File: src/rtl/timer_pkg.sv
// Shared constants for the timer block.
//   CNT_W       : width of the free-running counter
//   DIV_MAX     : largest honoured prescaler exponent
//   PRESC_W     : prescaler counter width
//   DIV_VAL_RST : reset value of the divider exponent, mirrors the register block
package timer_pkg;

  localparam int CNT_W   = 64;
  localparam int DIV_MAX = 8;
  localparam int PRESC_W = 8;

  localparam logic [3:0] DIV_VAL_RST = 4'd1;

endpackage

File: src/rtl/timer_counter_if.sv
// Bundle between the timer register block (master) and the counter (slave).
//   timer_en, div_en, div_val       : counting / prescaler configuration
//   halt_req, dbg_mode              : debug halt request and system debug state
//   tdr0_wr_sel, tdr1_wr_sel        : low / high half load strobes
//   wdata_cnt                       : load data
//   cnt, halt_ack, cnt_ovf          : counter value, halt acknowledge, wrap pulse
interface timer_counter_if;
  import timer_pkg::CNT_W;

  logic             timer_en;
  logic             div_en;
  logic [3:0]       div_val;
  logic             halt_req;
  logic             dbg_mode;
  logic             tdr0_wr_sel;
  logic             tdr1_wr_sel;
  logic [31:0]      wdata_cnt;
  logic [CNT_W-1:0] cnt;
  logic             halt_ack;
  logic             cnt_ovf;

  modport master (
    output timer_en, div_en, div_val, halt_req, dbg_mode,
           tdr0_wr_sel, tdr1_wr_sel, wdata_cnt,
    input  cnt, halt_ack, cnt_ovf
  );

  modport slave (
    input  timer_en, div_en, div_val, halt_req, dbg_mode,
           tdr0_wr_sel, tdr1_wr_sel, wdata_cnt,
    output cnt, halt_ack, cnt_ovf
  );

endinterface

File: src/rtl/timer_prescaler.sv
// Power-of-two prescaler producing the counter tick.
//   sys_clk, sys_rst_n : clock, async active-low reset
//   timer_en           : counting enable, clears the prescaler when low
//   halt               : debug freeze, holds the prescaler
//   div_en, div_val    : prescaler enable and exponent (clamped to DIV_MAX)
//   tick               : counter may advance this cycle
module timer_prescaler
  import timer_pkg::DIV_VAL_RST;
#(
  parameter int DIV_MAX = timer_pkg::DIV_MAX,
  parameter int PRESC_W = timer_pkg::PRESC_W
) (
  input  logic       sys_clk,
  input  logic       sys_rst_n,
  input  logic       timer_en,
  input  logic       halt,
  input  logic       div_en,
  input  logic [3:0] div_val,
  output logic       tick
);

  logic [PRESC_W-1:0] presc;
  logic               div_en_q;
  logic [3:0]         div_val_q;
  logic [3:0]         k;
  logic [PRESC_W-1:0] terminal;
  logic               cfg_changed;
  logic               at_terminal;

  always_comb begin
    k = div_val;
    if (int'(div_val) > DIV_MAX) k = DIV_MAX[3:0];
  end

  assign terminal    = PRESC_W'((32'd1 << k) - 32'd1);
  assign at_terminal = (presc == terminal);

  // Any divider reprogramming restarts the interval and suppresses this
  // cycle's tick, so a half-finished interval from the old divisor is dropped.
  assign cfg_changed = (div_en != div_en_q) || (div_val != div_val_q);
  assign tick        = !cfg_changed && (!div_en || at_terminal);

  always_ff @(posedge sys_clk or negedge sys_rst_n) begin
    if (!sys_rst_n) begin
      presc     <= '0;
      div_en_q  <= 1'b0;
      div_val_q <= DIV_VAL_RST;
    end else begin
      div_en_q  <= div_en;
      div_val_q <= div_val;
      if (!timer_en || cfg_changed) begin
        presc <= '0;
      end else if (halt) begin
        presc <= presc;
      end else if (div_en) begin
        presc <= at_terminal ? '0 : presc + 1'b1;
      end else begin
        presc <= '0;
      end
    end
  end

endmodule

File: src/rtl/timer_counter.sv
// Free-running 64-bit counter with prescaler, half-word loads and debug halt.
//   sys_clk, sys_rst_n : clock, async active-low reset
//   bus (slave)        : configuration/load inputs, cnt/halt_ack/cnt_ovf outputs
module timer_counter
  import timer_pkg::CNT_W;
#(
  parameter int DIV_MAX = timer_pkg::DIV_MAX,
  parameter int PRESC_W = timer_pkg::PRESC_W
) (
  input logic            sys_clk,
  input logic            sys_rst_n,
  timer_counter_if.slave bus
);

  logic [CNT_W-1:0] cnt_q;
  logic             halt_ack_q;
  logic             cnt_ovf_q;
  logic             halt;
  logic             tick;
  logic             load;
  logic             inc;

  // Combinational so the counter freezes in the very cycle halt is asserted.
  assign halt = bus.halt_req & bus.dbg_mode;
  assign load = bus.tdr0_wr_sel | bus.tdr1_wr_sel;
  assign inc  = bus.timer_en & ~halt & tick & ~load;

  timer_prescaler #(
    .DIV_MAX (DIV_MAX),
    .PRESC_W (PRESC_W)
  ) u_presc (
    .sys_clk   (sys_clk),
    .sys_rst_n (sys_rst_n),
    .timer_en  (bus.timer_en),
    .halt      (halt),
    .div_en    (bus.div_en),
    .div_val   (bus.div_val),
    .tick      (tick)
  );

  always_ff @(posedge sys_clk or negedge sys_rst_n) begin
    if (!sys_rst_n) begin
      cnt_q      <= '0;
      cnt_ovf_q  <= 1'b0;
      halt_ack_q <= 1'b0;
    end else begin
      halt_ack_q <= halt;
      // Loads never count as a wrap, only a real increment out of all-ones.
      cnt_ovf_q  <= inc & (&cnt_q);
      if (load) begin
        if (bus.tdr0_wr_sel) cnt_q[31:0]  <= bus.wdata_cnt;
        if (bus.tdr1_wr_sel) cnt_q[63:32] <= bus.wdata_cnt;
      end else if (inc) begin
        cnt_q <= cnt_q + 1'b1;
      end
    end
  end

  assign bus.cnt      = cnt_q;
  assign bus.halt_ack = halt_ack_q;
  assign bus.cnt_ovf  = cnt_ovf_q;

endmodule

File: src/flat_wrapper.sv
// flat-port wrapper written by rule: the top's interface ports become plain ports
module timer_counter_flat import timer_pkg::CNT_W;
#(
  parameter int DIV_MAX = timer_pkg::DIV_MAX,
  parameter int PRESC_W = timer_pkg::PRESC_W
)
  (sys_clk, sys_rst_n, bus_timer_en, bus_div_en, bus_div_val, bus_halt_req, bus_dbg_mode, bus_tdr0_wr_sel, bus_tdr1_wr_sel, bus_wdata_cnt, bus_cnt, bus_halt_ack, bus_cnt_ovf);
  timer_counter_if bus_i ();
  input logic sys_clk;
  input logic sys_rst_n;
  input wire logic [$bits(bus_i.timer_en)-1:0] bus_timer_en;
  input wire logic [$bits(bus_i.div_en)-1:0] bus_div_en;
  input wire logic [$bits(bus_i.div_val)-1:0] bus_div_val;
  input wire logic [$bits(bus_i.halt_req)-1:0] bus_halt_req;
  input wire logic [$bits(bus_i.dbg_mode)-1:0] bus_dbg_mode;
  input wire logic [$bits(bus_i.tdr0_wr_sel)-1:0] bus_tdr0_wr_sel;
  input wire logic [$bits(bus_i.tdr1_wr_sel)-1:0] bus_tdr1_wr_sel;
  input wire logic [$bits(bus_i.wdata_cnt)-1:0] bus_wdata_cnt;
  output wire logic [$bits(bus_i.cnt)-1:0] bus_cnt;
  output wire logic [$bits(bus_i.halt_ack)-1:0] bus_halt_ack;
  output wire logic [$bits(bus_i.cnt_ovf)-1:0] bus_cnt_ovf;
  assign bus_i.timer_en = bus_timer_en;
  assign bus_i.div_en = bus_div_en;
  assign bus_i.div_val = bus_div_val;
  assign bus_i.halt_req = bus_halt_req;
  assign bus_i.dbg_mode = bus_dbg_mode;
  assign bus_i.tdr0_wr_sel = bus_tdr0_wr_sel;
  assign bus_i.tdr1_wr_sel = bus_tdr1_wr_sel;
  assign bus_i.wdata_cnt = bus_wdata_cnt;
  assign bus_cnt = bus_i.cnt;
  assign bus_halt_ack = bus_i.halt_ack;
  assign bus_cnt_ovf = bus_i.cnt_ovf;
  timer_counter #(.DIV_MAX(DIV_MAX), .PRESC_W(PRESC_W)) u_core (.sys_clk(sys_clk), .sys_rst_n(sys_rst_n), .bus(bus_i));
endmodule
File: config.mk
export PLATFORM = sky130hd
export DESIGN_NAME = timer_counter_flat
export DESIGN_NICKNAME = d
export VERILOG_FILES = /design/src/rtl/timer_pkg.sv /design/src/rtl/timer_counter_if.sv /design/src/rtl/timer_prescaler.sv /design/src/rtl/timer_counter.sv /design/src/flat_wrapper.sv
export SDC_FILE = /design/constraint.sdc
export NUM_CORES = 1
export LEC_CHECK = 0
export BUFFER_PORTS_ARGS = -buffer_cell sky130_fd_sc_hd__clkbuf_2
export CAP_MARGIN = 40
export CORE_UTILIZATION = 44
export DETAILED_ROUTE_END_ITERATION = 12
export PLACE_DENSITY_LB_ADDON = 0.3
export SLEW_MARGIN = 10
export SYNTH_ARGS = -nofsm -noshare
export SYNTH_HDL_FRONTEND = slang
export SYNTH_SLANG_ARGS = --single-unit
File: constraint.sdc
create_clock -name sys_clk -period 2.46 [get_ports sys_clk]
set_clock_uncertainty 0.2 [all_clocks]
set_input_delay 0.369 -clock sys_clk [delete_from_list [all_inputs] [get_ports sys_clk]]
set_output_delay 0.369 -clock sys_clk [all_outputs]
set_load 0.02 [all_outputs]
==> impl_metrics.tcl <==
set metrics [dict create \
    crit_path_cell_trace "clkbuf_2 > or4b_4 > ha_4 > or3_4 > a21o_1 > a211oi_4 > nor4_4 > buf_4 > o21ai_4 > buf_12 > nor2_1 > o32a_1" \
    avgViaCountPerCell 6.39 \
    crit_arrival_ps 3130 \
    synth-simple-area-share 0.255 \
    cts.sinks 79 \
    wl_per_cell_um 20.5 \
    design_area_um2 7530 \
    grt_pass1_wl_um 28700 \
    clock_path_buffers 2 \
    worstHoldPathType "in -> reg" \
    use_met3 0.0581 \
    grt_max_degree 80 \
    ys_warn_count 0 \
    setup_tns_ps -38340 \
    fp.coreArea_um2 11000 \
    drt_pre_antenna_iters 6 \
    syn_area_um2 5080 \
    syn_area_per_cell_um2 8.40 \
    met1_usage 0.408 \
    use_met2 0.494 \
    endpoint_kind "register" \
    async_reset_ff_frac 1.00 \
    busiest_layer "met2" \
    outcome "finished, violations left" \
    gr-usage-all-layers 0.313 \
    max_freq_mhz 322 \
    dpl.cell_count 924 \
    start_util 0.461 \
    rsz0062_at_grt "true" \
    grt_antenna_before_repair 0 \
    ant_nets 0 \
    first_iter_violations 635 \
    synth_cell_type_count 66 \
    final_util 0.683 \
    tightest_slew_ps 936 \
    synth_fp_nets 652 \
    critical_path.startpoint_type "input pin" \
    placed_area_um2 6610 \
    path_class "in -> reg" \
    clkLatencyLatePin_ps 350 \
    io_pins 110 \
    num_vias 6153 \
    synth-compound-area-share 0.266 \
    cts_buffers 9 \
    violations "setup timing" \
    gp_congestion 0.908 \
    fin_cells 963 \
    yosys_register_bits 79 \
    synth_edf_count 0 \
    dpl.hpwl_um 13200 \
    areaGrowthSynthToFinish_pct 48.3 \
    crit_path_max_fanout 14 \
    synth_fa_ha_area_frac 0.00739 \
    final_nets 865 \
    num_antenna_cells 0 \
    synth_flop_cell "dfrtp_1" \
    clk_pin_slew_ps 60 \
    htree_num_levels 3 \
    setup_slack_ps -645 \
    grt_pass1_vias 5648 \
    synth_mux_area_frac 0.0101 \
    cpPeakStageDelay_ps 550 \
    drive_gt1_frac 0.413 \
    port_buffers 109 \
    post-route-period-util 1.26 \
    root_buffer "clkbuf_16" \
    powerDensity_nw_per_um2 523 \
    synthXorXnorAreaFrac 0.0345 \
    die_h_um 109 \
    hold_viol_final 0 \
    ys_seq_area_frac 0.389 \
    maxCapViolations 0 \
    peakVddDrop_mv 0.567 \
    setup_viol 73 \
    fillers 876 \
    drv_slew 0 \
    drc 0 \
    power.total_w 0.00394 \
    syn-instance-count 605 \
    cts_tree "yes" \
    required_ps 2480 \
    fin_crit_ps 3100 \
    dieArea_um2 12000 \
    grt-ovfl-total 0 \
    max_slew_margin 0.371 \
    p_leak_nw 3.25 \
    rows 38 \
    wirelength_um 19700 \
    crit_slowest_cell "or4b_4" \
    die_w_um 109 \
    synth_top_family_by_area "compound AO/OA/AOI/OAI gates" \
]
## placed cells by master (no fill, tap or decap), drive strengths merged, types with 5 or more instances in the layout
cell type,Yosys,layout
a211oi,12,12
and4,8,8
a21o,7,7
nand4,14,14
o21a,5,5
nor2,58,58
o22ai,6,6
o211ai,13,13
o32a,10,10
a31oi,19,19
o2111ai,6,6
and3,16,16
buf,8,128
dfrtp,78,78
or3,7,7
o21ai,44,44
nor3,16,16
clkbuf,30,120
o31ai,5,5
and2,9,9
xor2,17,17
nand2,65,65
nor4,8,8
a31o,4,7
or4,6,6
inv,7,7
nand3,32,32
a21oi,36,36
o311ai,5,5
## metal layers
layer / part of all wire / routed length [µm]
met5: 0 / 0
met4: 0.036 / 712
met3: 0.085 / 1680
met2: 0.47 / 9340
met1: 0.41 / 8000
## flip-flops by register name, summed over array words and instances (netlist names)
name	flops
u_core.bus.cnt	64
u_core.u_presc.div_en_q	1
u_core.u_presc.presc	8
u_core.bus.halt_ack	1
u_core.bus.cnt_ovf	1
u_core.u_presc.div_val_q	4
## final cells by class
class / instances / area (µm²) / area share
inverter: 8 / 30.0 / 0.00399
clock buffer: 13 / 270 / 0.0359
clock inverter: 3 / 40.0 / 0.00531
sequential: 79 / 1980 / 0.263
tap: 140 / 175 / 0.0233
multi-input combinational: 483 / 3390 / 0.451
timing repair buffer: 237 / 1650 / 0.218
## worst paths after layout
path,start,endpoint,cells after the start,slack [ps]
max,bus_div_val[3],u_core.bus.cnt[8],12,-640
max in group asynchronous,sys_rst_n,u_core.bus.cnt[57],3,1290
min,bus_div_val[1],u_core.u_presc.div_val_q[1],2,40
max reg2reg,u_core.u_presc.div_val_q[1],u_core.bus.cnt[35],8,-390
min reg2reg,u_core.bus.cnt[10],u_core.bus.cnt[10],1,370
min in group asynchronous,sys_rst_n,u_core.bus.cnt[13],3,390
## cells by family after synthesis
| logic type | count (synthesis) |
|---|---|
| flops | 79 |
| mux | 5 |
| buf+inv | 46 |
| xor+xnor | 20 |
| compound gates | 199 |
| fa+ha+maj | 3 |
| simple gates | 253 |
## synthesized netlist by cell type, types with 3 or more instances
cell type  instances  area share
a211o_1            3      0.0052
a211oi_1          11       0.016
a21o_1             7       0.010
a21oi_1           36       0.035
a31o_2             4      0.0069
a31oi_1           19       0.023
a41oi_1            4      0.0069
and2_1             9       0.011
and3_1            16       0.020
and4_1             8       0.014
buf_2              6      0.0059
clkbuf_1          30       0.022
dfrtp_1           78        0.38
ha_1               3      0.0074
inv_1              7      0.0052
mux2i_1            4      0.0079
nand2_1           65       0.048
nand3_1           32       0.032
nand4_1           13       0.016
nor2_1            58       0.043
nor3_1            16       0.016
nor3b_1            4      0.0059
nor4_1             6      0.0074
o2111ai_1          6       0.010
o211ai_1          13       0.019
o21a_1             5      0.0074
o21ai_0           41       0.040
o22ai_1            6      0.0074
o311ai_1           3      0.0052
o31ai_1            5      0.0074
o32a_1            10       0.020
or2_2              3      0.0037
or3_1              7      0.0086
or4_1              6      0.0089
xnor2_1            3      0.0052
xor2_1            17       0.029
## power breakdown
group	internal (W)	leakage, nW	switching (W)
Clock	0.000866	0.156	0.000552
Sequential	0.00141	0.920	0.000109
Combinational	0.000393	2.17	0.000606
Total	0.00267	3.25	0.00127
## metrics by stage
| stage | worst slack, ps | hold WS (ps) |
|---|---|---|
| after floorplan | -803 | -127 |
| after CTS | -601 | 58.9 |
| final | -645 | 37.9 |
| after global routing | -724 | 35.7 |
| after global placement | -884 | 233 |
| after detailed placement | -988 | 238 |
## critical path: cells and delay by family
family | cells | cell delay (ps)
AO/OA/AOI/OAI | 4 | 1030
adder cells (fa/ha/maj) | 1 | 200
buffers and inverters | 3 | 470
AND/OR/NAND/NOR | 4 | 1060
## what timing repair did
item                                   in CTS  in global routing
endpoints found under the hold margin      79                  0
gates resized for setup                     7                 96
buffers inserted                            4                 12
cloned                                      0                  6
hold buffers                                2                  0
setup endpoints to repair                  73                 73
pin swaps                                  11                 38
(Power assumes the default switching activity.)
